### src/rtl/clk_en_pkg.sv
// Shared types and constants for the strobe-cadence tracker (clk_en_sync).
package clk_en_pkg;

    typedef enum logic [1:0] {
        SEARCH = 2'd0,
        VERIFY = 2'd1,
        LOCKED = 2'd2
    } state_t;

    localparam int DEF_SAM_PERIOD      = 4;
    localparam int DEF_SAMPLES_PER_SYM = 4;
    localparam int DEF_LOCK_COUNT      = 2;
    localparam int DEF_ERR_W           = 8;

    // Bits needed to hold values 0..n-1, never less than one bit.
    function automatic int sig_width(input int n);
        return (n <= 2) ? 1 : $clog2(n);
    endfunction

    localparam int DEF_PHASE_W = sig_width(DEF_SAM_PERIOD);
    localparam int DEF_IDX_W   = sig_width(DEF_SAMPLES_PER_SYM);

endpackage

### src/rtl/clk_en_cadence_chk.sv
// Sample-strobe interval timer: tracks cycles since sam_clk_en and flags
// strobes that arrive early or fail to arrive when due.
module clk_en_cadence_chk
    import clk_en_pkg::*;
#(
    parameter int SAM_PERIOD = DEF_SAM_PERIOD,
    parameter int PHASE_W    = sig_width(SAM_PERIOD)
) (
    input  logic               clk,
    input  logic               reset,
    input  logic               sam_clk_en,
    output logic [PHASE_W-1:0] sam_phase,
    output logic               sam_err_raw
);

    localparam int TMR_W = $clog2(SAM_PERIOD + 1);

    logic [TMR_W-1:0]   sam_tmr_reg;
    logic [TMR_W-1:0]   sam_tmr_next;
    logic [PHASE_W-1:0] sam_phase_reg;
    logic [PHASE_W-1:0] sam_phase_next;

    always_comb begin
        sam_tmr_next = sam_tmr_reg;
        if (sam_clk_en)
            sam_tmr_next = '0;
        else if (sam_tmr_reg != TMR_W'(SAM_PERIOD))
            sam_tmr_next = sam_tmr_reg + TMR_W'(1);

        sam_phase_next = PHASE_W'(sam_tmr_next);
        if (sam_tmr_next >= TMR_W'(SAM_PERIOD - 1))
            sam_phase_next = PHASE_W'(SAM_PERIOD - 1);

        // Late fires only on the cycle the timer steps into saturation,
        // so a missing strobe is reported exactly once.
        if (sam_clk_en)
            sam_err_raw = (sam_tmr_reg != TMR_W'(SAM_PERIOD - 1));
        else
            sam_err_raw = (sam_tmr_reg == TMR_W'(SAM_PERIOD - 1));
    end

    always_ff @(posedge clk) begin
        if (reset) begin
            sam_tmr_reg   <= '0;
            sam_phase_reg <= '0;
        end else begin
            sam_tmr_reg   <= sam_tmr_next;
            sam_phase_reg <= sam_phase_next;
        end
    end

    assign sam_phase = sam_phase_reg;

endmodule

### src/rtl/clk_en_sync.sv
// Receive-side strobe tracker: recovers sample index, verifies cadence, declares lock.
// Build option CLK_EN_SYNC_ERR_CNT_EN enables the saturating error-event counter.
module clk_en_sync
    import clk_en_pkg::*;
#(
    parameter int SAM_PERIOD      = DEF_SAM_PERIOD,
    parameter int SAMPLES_PER_SYM = DEF_SAMPLES_PER_SYM,
    parameter int LOCK_COUNT      = DEF_LOCK_COUNT,
    parameter int ERR_W           = DEF_ERR_W,
    parameter int PHASE_W         = sig_width(SAM_PERIOD),
    parameter int IDX_W           = sig_width(SAMPLES_PER_SYM)
) (
    input  logic               clk,
    input  logic               reset,
    input  logic               sam_clk_en,
    input  logic               sym_clk_en,
    output logic [PHASE_W-1:0] sam_phase,
    output logic [IDX_W-1:0]   sam_idx,
    output logic               locked,
    output logic               sam_err,
    output logic               sym_err,
    output logic [ERR_W-1:0]   err_cnt
);

    localparam int GOOD_W = sig_width(LOCK_COUNT + 1);

    state_t            state_reg;
    logic [IDX_W-1:0]  sam_idx_reg;
    logic [GOOD_W-1:0] good_sym_reg;
    logic              locked_reg;
    logic              sam_err_reg;
    logic              sym_err_reg;

    logic              sam_err_raw;
    logic [IDX_W-1:0]  exp_idx_next;
    logic              checking;
    logic              pair;
    logic              sam_err_c;
    logic              sym_err_c;
    logic              any_err;

    clk_en_cadence_chk #(
        .SAM_PERIOD (SAM_PERIOD),
        .PHASE_W    (PHASE_W)
    ) u_cadence (
        .clk         (clk),
        .reset       (reset),
        .sam_clk_en  (sam_clk_en),
        .sam_phase   (sam_phase),
        .sam_err_raw (sam_err_raw)
    );

    // SAMPLES_PER_SYM is a power of two, so the index wraps naturally.
    always_comb begin
        exp_idx_next = sam_idx_reg + IDX_W'(1);
        checking     = (state_reg != SEARCH);
        pair         = sam_clk_en & sym_clk_en;
        sam_err_c    = checking & sam_err_raw;
        sym_err_c    = checking & ((sym_clk_en & ~sam_clk_en)
                                 | (pair & (exp_idx_next != '0))
                                 | (sam_clk_en & ~sym_clk_en & (exp_idx_next == '0)));
        any_err      = sam_err_c | sym_err_c;
    end

    always_ff @(posedge clk) begin
        if (reset) begin
            state_reg    <= SEARCH;
            sam_idx_reg  <= '0;
            good_sym_reg <= '0;
            locked_reg   <= 1'b0;
            sam_err_reg  <= 1'b0;
            sym_err_reg  <= 1'b0;
        end else begin
            sam_err_reg <= sam_err_c;
            sym_err_reg <= sym_err_c;
            case (state_reg)
                SEARCH: begin
                    if (pair) begin
                        state_reg    <= VERIFY;
                        sam_idx_reg  <= '0;
                        good_sym_reg <= '0;
                    end
                end
                default: begin
                    if (any_err) begin
                        locked_reg   <= 1'b0;
                        good_sym_reg <= '0;
                        // A strobe pair on the failing cycle is a fresh symbol start.
                        if (pair) begin
                            state_reg   <= VERIFY;
                            sam_idx_reg <= '0;
                        end else begin
                            state_reg   <= SEARCH;
                        end
                    end else if (pair) begin
                        sam_idx_reg <= '0;
                        if (state_reg == VERIFY) begin
                            good_sym_reg <= good_sym_reg + GOOD_W'(1);
                            if (good_sym_reg + GOOD_W'(1) == GOOD_W'(LOCK_COUNT)) begin
                                state_reg  <= LOCKED;
                                locked_reg <= 1'b1;
                            end
                        end
                    end else if (sam_clk_en) begin
                        sam_idx_reg <= exp_idx_next;
                    end
                end
            endcase
        end
    end

`ifdef CLK_EN_SYNC_ERR_CNT_EN
    logic [ERR_W-1:0] err_cnt_reg;

    always_ff @(posedge clk) begin
        if (reset)
            err_cnt_reg <= '0;
        else if (any_err && (err_cnt_reg != '1))
            err_cnt_reg <= err_cnt_reg + ERR_W'(1);
    end

    assign err_cnt = err_cnt_reg;
`else
    assign err_cnt = '0;
`endif

    assign sam_idx = sam_idx_reg;
    assign locked  = locked_reg;
    assign sam_err = sam_err_reg;
    assign sym_err = sym_err_reg;

endmodule

### config.mk
export PLATFORM = sky130hd
export DESIGN_NAME = clk_en_sync
export DESIGN_NICKNAME = d
export VERILOG_FILES = /design/src/rtl/clk_en_pkg.sv /design/src/rtl/clk_en_cadence_chk.sv /design/src/rtl/clk_en_sync.sv
export SDC_FILE = /design/constraint.sdc
export NUM_CORES = 1
export LEC_CHECK = 0
export ABC_AREA = 1
export CELL_PAD_IN_SITES_DETAIL_PLACEMENT = 2
export CELL_PAD_IN_SITES_GLOBAL_PLACEMENT = 2
export CORE_AREA = 2 2 56 58
export DETAILED_ROUTE_END_ITERATION = 7
export DIE_AREA = 0 0 58 60
export GPL_TIMING_DRIVEN = 0
export HOLD_SLACK_MARGIN = 0.02
export PLACE_DENSITY_LB_ADDON = 0.2
export SYNTH_ARGS = -nofsm -noshare
export SYNTH_HDL_FRONTEND = slang
export SYNTH_SLANG_ARGS = --single-unit
### constraint.sdc
create_clock -name clk -period 2.5 [get_ports clk]
set_input_delay 0.25 -clock clk [delete_from_list [all_inputs] [get_ports clk]]
set_output_delay 0.25 -clock clk [all_outputs]
set_load 0.1 [all_outputs]
==> reports/summary.txt, run 1 <==
Top cells by area, synth: dfxtp_1 37%, inv_1 9.9%, nor2_1 9.9%, nand2_1 9.4%, ha_1 8.3%
Iter 0 DRT Violations: 10
Die area: 3480 sq um
Post-Syn Instances: 109
Worst-Skew Late Latency: 0.28 ns
WS Path Type: register to output pin
Total track usage: 12.53%
Die X: 58 um
Min Tclk post-route: 2.023 ns
Clk sinks: 14
Crit Path Max Fanout: 3
Root buf cell: clkbuf_4
Site row count: 20
Max incr delay on CP: 1.14 ns
WP buf/inv: 1
Io pins: 19
Htree depth: 1
Min-Delay Path Class: primary input to register
Via density: 4.329
Leakage: 0.4582 nW
Starting Density: 26.03%
Initial antenna violation count: 0
Grt ovf: 0
Vias in the first global route: 748
Kind of end point of the critical path: output pin
Slew @ Worst Pin: 0.9738 ns
Final cell count without fillers: 161
Critical path arrival: 1.77 ns
Critical-path cell list: clkdlybuf4s50_1
WL final: 1830 um
Total number of vias: 697
Synthesized flop and latch total: 14
Warnings from Yosys: 0
Highest Clock Rate: 0.4942 GHz
Sequential element share of the synthesized area: 37.09%
Main synth FF type: dfxtp_1
Final period util: 80.93%
Area growth from synthesis to layout: 23.84%
Number of routed nets with antenna violations: 0
# Max-Cap Violations: 0
# resized after CTS: 0
Distinct cell type count after synthesis: 19
Clock Skew: 0.008847 ns
Antenna Cells: 0
Final Setup Violations: 0
Largest net degree at the start of global routing: 10
Pwr Total: 0.6966 mW
Die Height: 60 um
Routability cong.: 0.7088
Post-synth top cells: 20 x inv_1, 20 x nor2_1, 19 x nand2_1
Largest register FFs: 3
Maximum clock insertion buffer count: 2
CP startpoint kind: register
Number of cells after detailed placement: 158
Post-synth top area share: 37.09%
Power per cell area: 744.3 nW/um^2
Asr flop ratio synth: 0%
Setup TNS: 0 ns
Worst path required time: 2.25 ns
Area leader, netlist: dfxtp_1
Total setup buffers inserted after CTS: 0
Post-DP HPWL: 1539 um
Worst vdd rail ir drop: 0.2717 mV
Slowest-stage cell, CP: clkdlybuf4s50_1
NumNets Final: 139
Avg Synthesized Cell Area: 6.933 sq um
Hold slack: 0.3527 ns
Clk slew on worst S/H paths: 0.09 ns
Status: complete, no violations
Post-synth EDFFs: 0
CTS Hold Bufs: 0
Unrepaired setup endpoints after global routing: false
Crit-path leading delay family: buffers and inverters
Port bufs: 9
Hold violation total from the final report: 0
Layout cell share with drive strength beyond 1: 12.50%
Slew HR: 34.88%
CTS tree: yes
Inserted Clock Buffers: 3
Final Max Tran Viols: 0
Drt pass-1 iters: 3
Post-Syn Area: 755.7 sq um
Drt wl/cell: 11.37 um
Core box area: 2903 sq um
DRC errors left: 0
First-pass GRT wire length: 3215 um
[per-layer routing]
metal,GRT usage [%],part of all wire (%),vias up
met5,0,0,-
met1,13.16,40,329
li1,-,-,357
met3,2.381,2.5,4
met4,7.973,1.9,0
met2,22.89,55,7
[placed cells by master (no fill, tap or decap), drive strengths merged, types with 3 or more instances in the layout]
| cell | instances |
|---|---|
| clkbuf | 4 |
| nand4 | 3 |
| clkdlybuf4s50 | 9 |
| nor3 | 3 |
| ha | 5 |
| nand2 | 20 |
| buf | 8 |
| conb | 8 |
| nand3 | 3 |
| inv | 21 |
| o21ai | 4 |
| dfxtp | 14 |
| nor2 | 21 |
[cells by family after synthesis]
logic type / count (synthesis) / synth area share [%]
flip-flops: 14 / 37.09
adder cells (fa/ha/maj): 5 / 8.278
AND/OR/NAND/NOR: 51 / 29.64
buffers and inverters: 30 / 18.87
other: 1 / 0.4962
AO/OA/AOI/OAI: 8 / 5.629
[layout make-up]
class,count,area (sq um)
fill,370,1967
multi-input combinational,72,359.1
sequential,14,280.3
timing repair buffer,9,90.09
inverter,21,78.83
buffer,9,63.81
tap,33,41.29
clock buffer,3,22.52
[final timing paths]
check                                         startpoint         endpoint  slack [ns]  cells after the start
worst max-delay path                          sam_idx[0]       sam_idx[0]        0.48                      1
worst min-delay path                               reset  good_sym_reg[1]        0.35                      2
worst max register to register  u_cadence.sam_tmr_reg[0]     state_reg[1]        0.92                      9
worst min register to register           good_sym_reg[0]  good_sym_reg[0]        0.48                      2
[through the flow]
step                      setup WS [ns]  area, sq um  utilization [%]
after floorplan                  0.5889        782.0                -
after global placement           0.7707        913.4            31.47
after detailed placement         0.7475        913.4            31.47
after CTS                        0.4471        935.9            32.24
after global routing             0.4188        935.9            32.24
final                            0.4767        935.9            32.24
[where the power goes]
| group | switching [mW] | internal [mW] | total, mW |
|---|---|---|---|
| combinational | 0.231 | 0.0750 | 0.306 |
| sequential | 0.0133 | 0.247 | 0.260 |
| clock | 0.0748 | 0.0558 | 0.131 |
No activity file was read; power rests on OpenSTA's default activity.
==> inputs of run 2 (changes only) <==
--- a/config.mk
+++ b/config.mk
@@ -8,9 +8,9 @@
 export ABC_AREA = 1
 export CELL_PAD_IN_SITES_DETAIL_PLACEMENT = 2
 export CELL_PAD_IN_SITES_GLOBAL_PLACEMENT = 2
-export CORE_AREA = 2 2 56 58
+export CORE_AREA = 2 2 58 60
 export DETAILED_ROUTE_END_ITERATION = 7
-export DIE_AREA = 0 0 58 60
+export DIE_AREA = 0 0 60 62
 export GPL_TIMING_DRIVEN = 0
 export HOLD_SLACK_MARGIN = 0.02
 export PLACE_DENSITY_LB_ADDON = 0.2
==> constraint.sdc (replaced) <==
create_clock -name clk -period 2.1 [get_ports clk]
set_input_delay 0.21 -clock clk [delete_from_list [all_inputs] [get_ports clk]]
set_output_delay 0.21 -clock clk [all_outputs]
set_load 0.1 [all_outputs]
==> run 2 against run 1 <==
Net effect: register-to-register slack got worse by 0.38 ns; clock power up 53%; worst setup slack worse by 0.38 ns; largest power group unchanged; sequential share of layout area fell by 0.93 points; final cell count increased by 8.7%; first-iteration DRC count increased by 40%; die area up 6.9%; sequential cell count unchanged; count of clock-buffer cells in the layout is 1 higher; highest routed layer unchanged; critical path type unchanged.
==> reports/summary.txt, run 2 (synthesis results as in run 1) <==
Gr busiest metal: met2 (unchanged)
Slew @ Worst Pin: 0.9734 ns (was 0.9738 ns)
Max incr delay on CP: 1.14 ns (about the same)
Critical path arrival: 1.80 ns (was 1.77 ns)
Clock power share: 22.8% (was 18.8%)
Clk slew on worst S/H paths: 0.09 ns (about the same)
# Max-Cap Violations: 0 (unchanged)
Switching pwr: 0.3891 mW (was 0.3187 mW)
Worst-Skew Late Latency: 0.28 ns (about the same)
CP startpoint kind: register (unchanged)
Most frequent cells in the layout: 20 x inv_1, 20 x nor2_1, 19 x nand2_1 (unchanged)
Port bufs: 9 (unchanged)
Layout cell share with drive strength beyond 1: 13.18% (was 12.50%)
Placed cell areas: 929.6 sq um (was 913.4 sq um)
Antenna Cells: 0 (unchanged)
Worst vdd rail ir drop: 0.2825 mV (was 0.2717 mV)
Htree depth: 1 (unchanged)
Die area: 3720 sq um (was 3480 sq um)
Root buf cell: clkbuf_4 (unchanged)
Starting Density: 23.77% (was 26.03%)
Largest register FFs: 3 (unchanged)
Area growth from synthesis to layout: 27.81% (was 23.84%)
Post-DP HPWL: 1578 um (was 1539 um)
M3 GR Usage: 2.070% (was 2.381%)
Site row count: 21 (was 20)
WS Path Type: register to output pin (unchanged)
Drt wl/cell: 10.73 um (was 11.37 um)
Layout Cell Area excl Fill: 965.9 sq um (was 935.9 sq um)
Maximum clock insertion buffer count: 2 (unchanged)
GR Util met2: 20.03% (was 22.89%)
Via density: 3.914 (was 4.329)
Crit-path leading delay family: buffers and inverters (unchanged)
Final Setup Violations: 0 (unchanged)
Largest net degree at the start of global routing: 10 (unchanged)
# resized after CTS: 0 (unchanged)
Inserted Clock Buffers: 3 (unchanged)
Clock Skew: 0.003190 ns (was 0.008847 ns)
Worst path required time: 1.89 ns (was 2.25 ns)
Status: complete, no violations (unchanged)
Final Max Tran Viols: 0 (unchanged)
Drt pass-1 iters: 4 (was 3)
Die Height: 62 um (was 60 um)
Number of routed nets with antenna violations: 0 (unchanged)
Grt met1 use: 14.37% (was 13.16%)
Setup TNS: 0 ns (unchanged)
Vias in the first global route: 712 (was 748)
Total number of vias: 685 (was 697)
Die X: 60 um (was 58 um)
Kind of end point of the critical path: output pin (unchanged)
Core box area: 3179 sq um (was 2903 sq um)
CTS Hold Bufs: 0 (unchanged)
Leakage: 0.4654 nW (was 0.4582 nW)
DRC errors left: 0 (unchanged)
Min-Delay Path Class: primary input to register (unchanged)
Final Core Density: 30.38% (was 32.24%)
Hold violation total from the final report: 0 (unchanged)
Combinational fraction of design power: 41.9% (was 43.9%)
Iter 0 DRT Violations: 14 (was 10)
CTS tree: yes (unchanged)
Final period util: 95.55%
Io pins: 19 (unchanged)
Slew HR: 34.91% (was 34.88%)
Clk sinks: 14 (unchanged)
Total setup buffers inserted after CTS: 0 (unchanged)
WL final: 1878 um (was 1830 um)
NumNets Final: 139 (unchanged)
First-pass GRT wire length: 3187 um (was 3215 um)
Routability cong.: 0.6951 (was 0.7088)
WP buf/inv: 1 (unchanged)
Grt ovf: 0 (unchanged)
Sequential fraction of design power: 35.3% (was 37.4%)
Min Tclk post-route: 2.007 ns
Critical-path cell list: clkdlybuf4s50_1 (unchanged)
Unrepaired setup endpoints after global routing: false (unchanged)
Slowest-stage cell, CP: clkdlybuf4s50_1 (unchanged)
Net Sw Frac: 44.33% (was 45.76%)
Int Pwr: 0.4887 mW (was 0.3778 mW)
Power per cell area: 908.8 nW/um^2 (was 744.3 nW/um^2)
Initial antenna violation count: 0 (unchanged)
Total track usage: 11.76% (was 12.53%)
Highest Clock Rate: 0.4984 GHz
Crit Path Max Fanout: 3 (unchanged)
[run 2: final cells by class]
| class | count | area, sq um |
|---|---|---|
| Timing Repair Buffer | 9 | 90.09 |
| Clock buffer | 4 | 36.28 |
| Inverter | 21 | 78.83 |
| Sequential cell | 14 | 280.3 |
| Multi-Input combinational cell | 72 | 359.1 |
| Buffer | 9 | 63.81 |
| Fill cell | 386 | 2213 |
| Tap cell | 46 | 57.56 |
[run 2: worst paths after layout]
path              slack, ns                       end  cells past startpoint                      from
hold / removal         0.30  u_cadence.sam_tmr_reg[1]                      2                     reset
hold reg to reg        0.47           good_sym_reg[0]                      2           good_sym_reg[0]
setup / recovery       0.09                sam_idx[0]                      1                sam_idx[0]
setup reg to reg       0.54              state_reg[0]                     10  u_cadence.sam_tmr_reg[0]
[run 2: power by group through the flow]
| stage | logic, mW | registers (mW) | clock network (mW) |
|---|---|---|---|
| after floorplan | 0.223 | 0.386 | 0 |
| after global placement | 0.360 | 0.315 | 0 |
| after detailed placement | 0.376 | 0.317 | 0 |
| after CTS | 0.377 | 0.311 | 0.216 |
| after global routing | 0.407 | 0.315 | 0.226 |
| final | 0.368 | 0.310 | 0.200 |
[run 2: layer usage]
layer / vias to the layer above / share of wire (%)
met1: 321 / 45
li1: 355 / -
met5: - / 0
met2: 7 / 52
met4: 0 / 0.80
met3: 2 / 2.6
[run 2: stage by stage]
stage          setup WS [ns]  cells  power (mW)  hold WS (ns)
2_1_floorplan         0.1889    116      0.6092        0.3643
3_3_place_gp          0.4126    171      0.6750        0.4517
3_5_place_dp          0.3588    171      0.6926        0.4644
4_1_cts              0.06194    175      0.9046        0.3091
5_1_grt              0.03259    175      0.9483        0.3380
6_report             0.09346    175      0.8778        0.3030
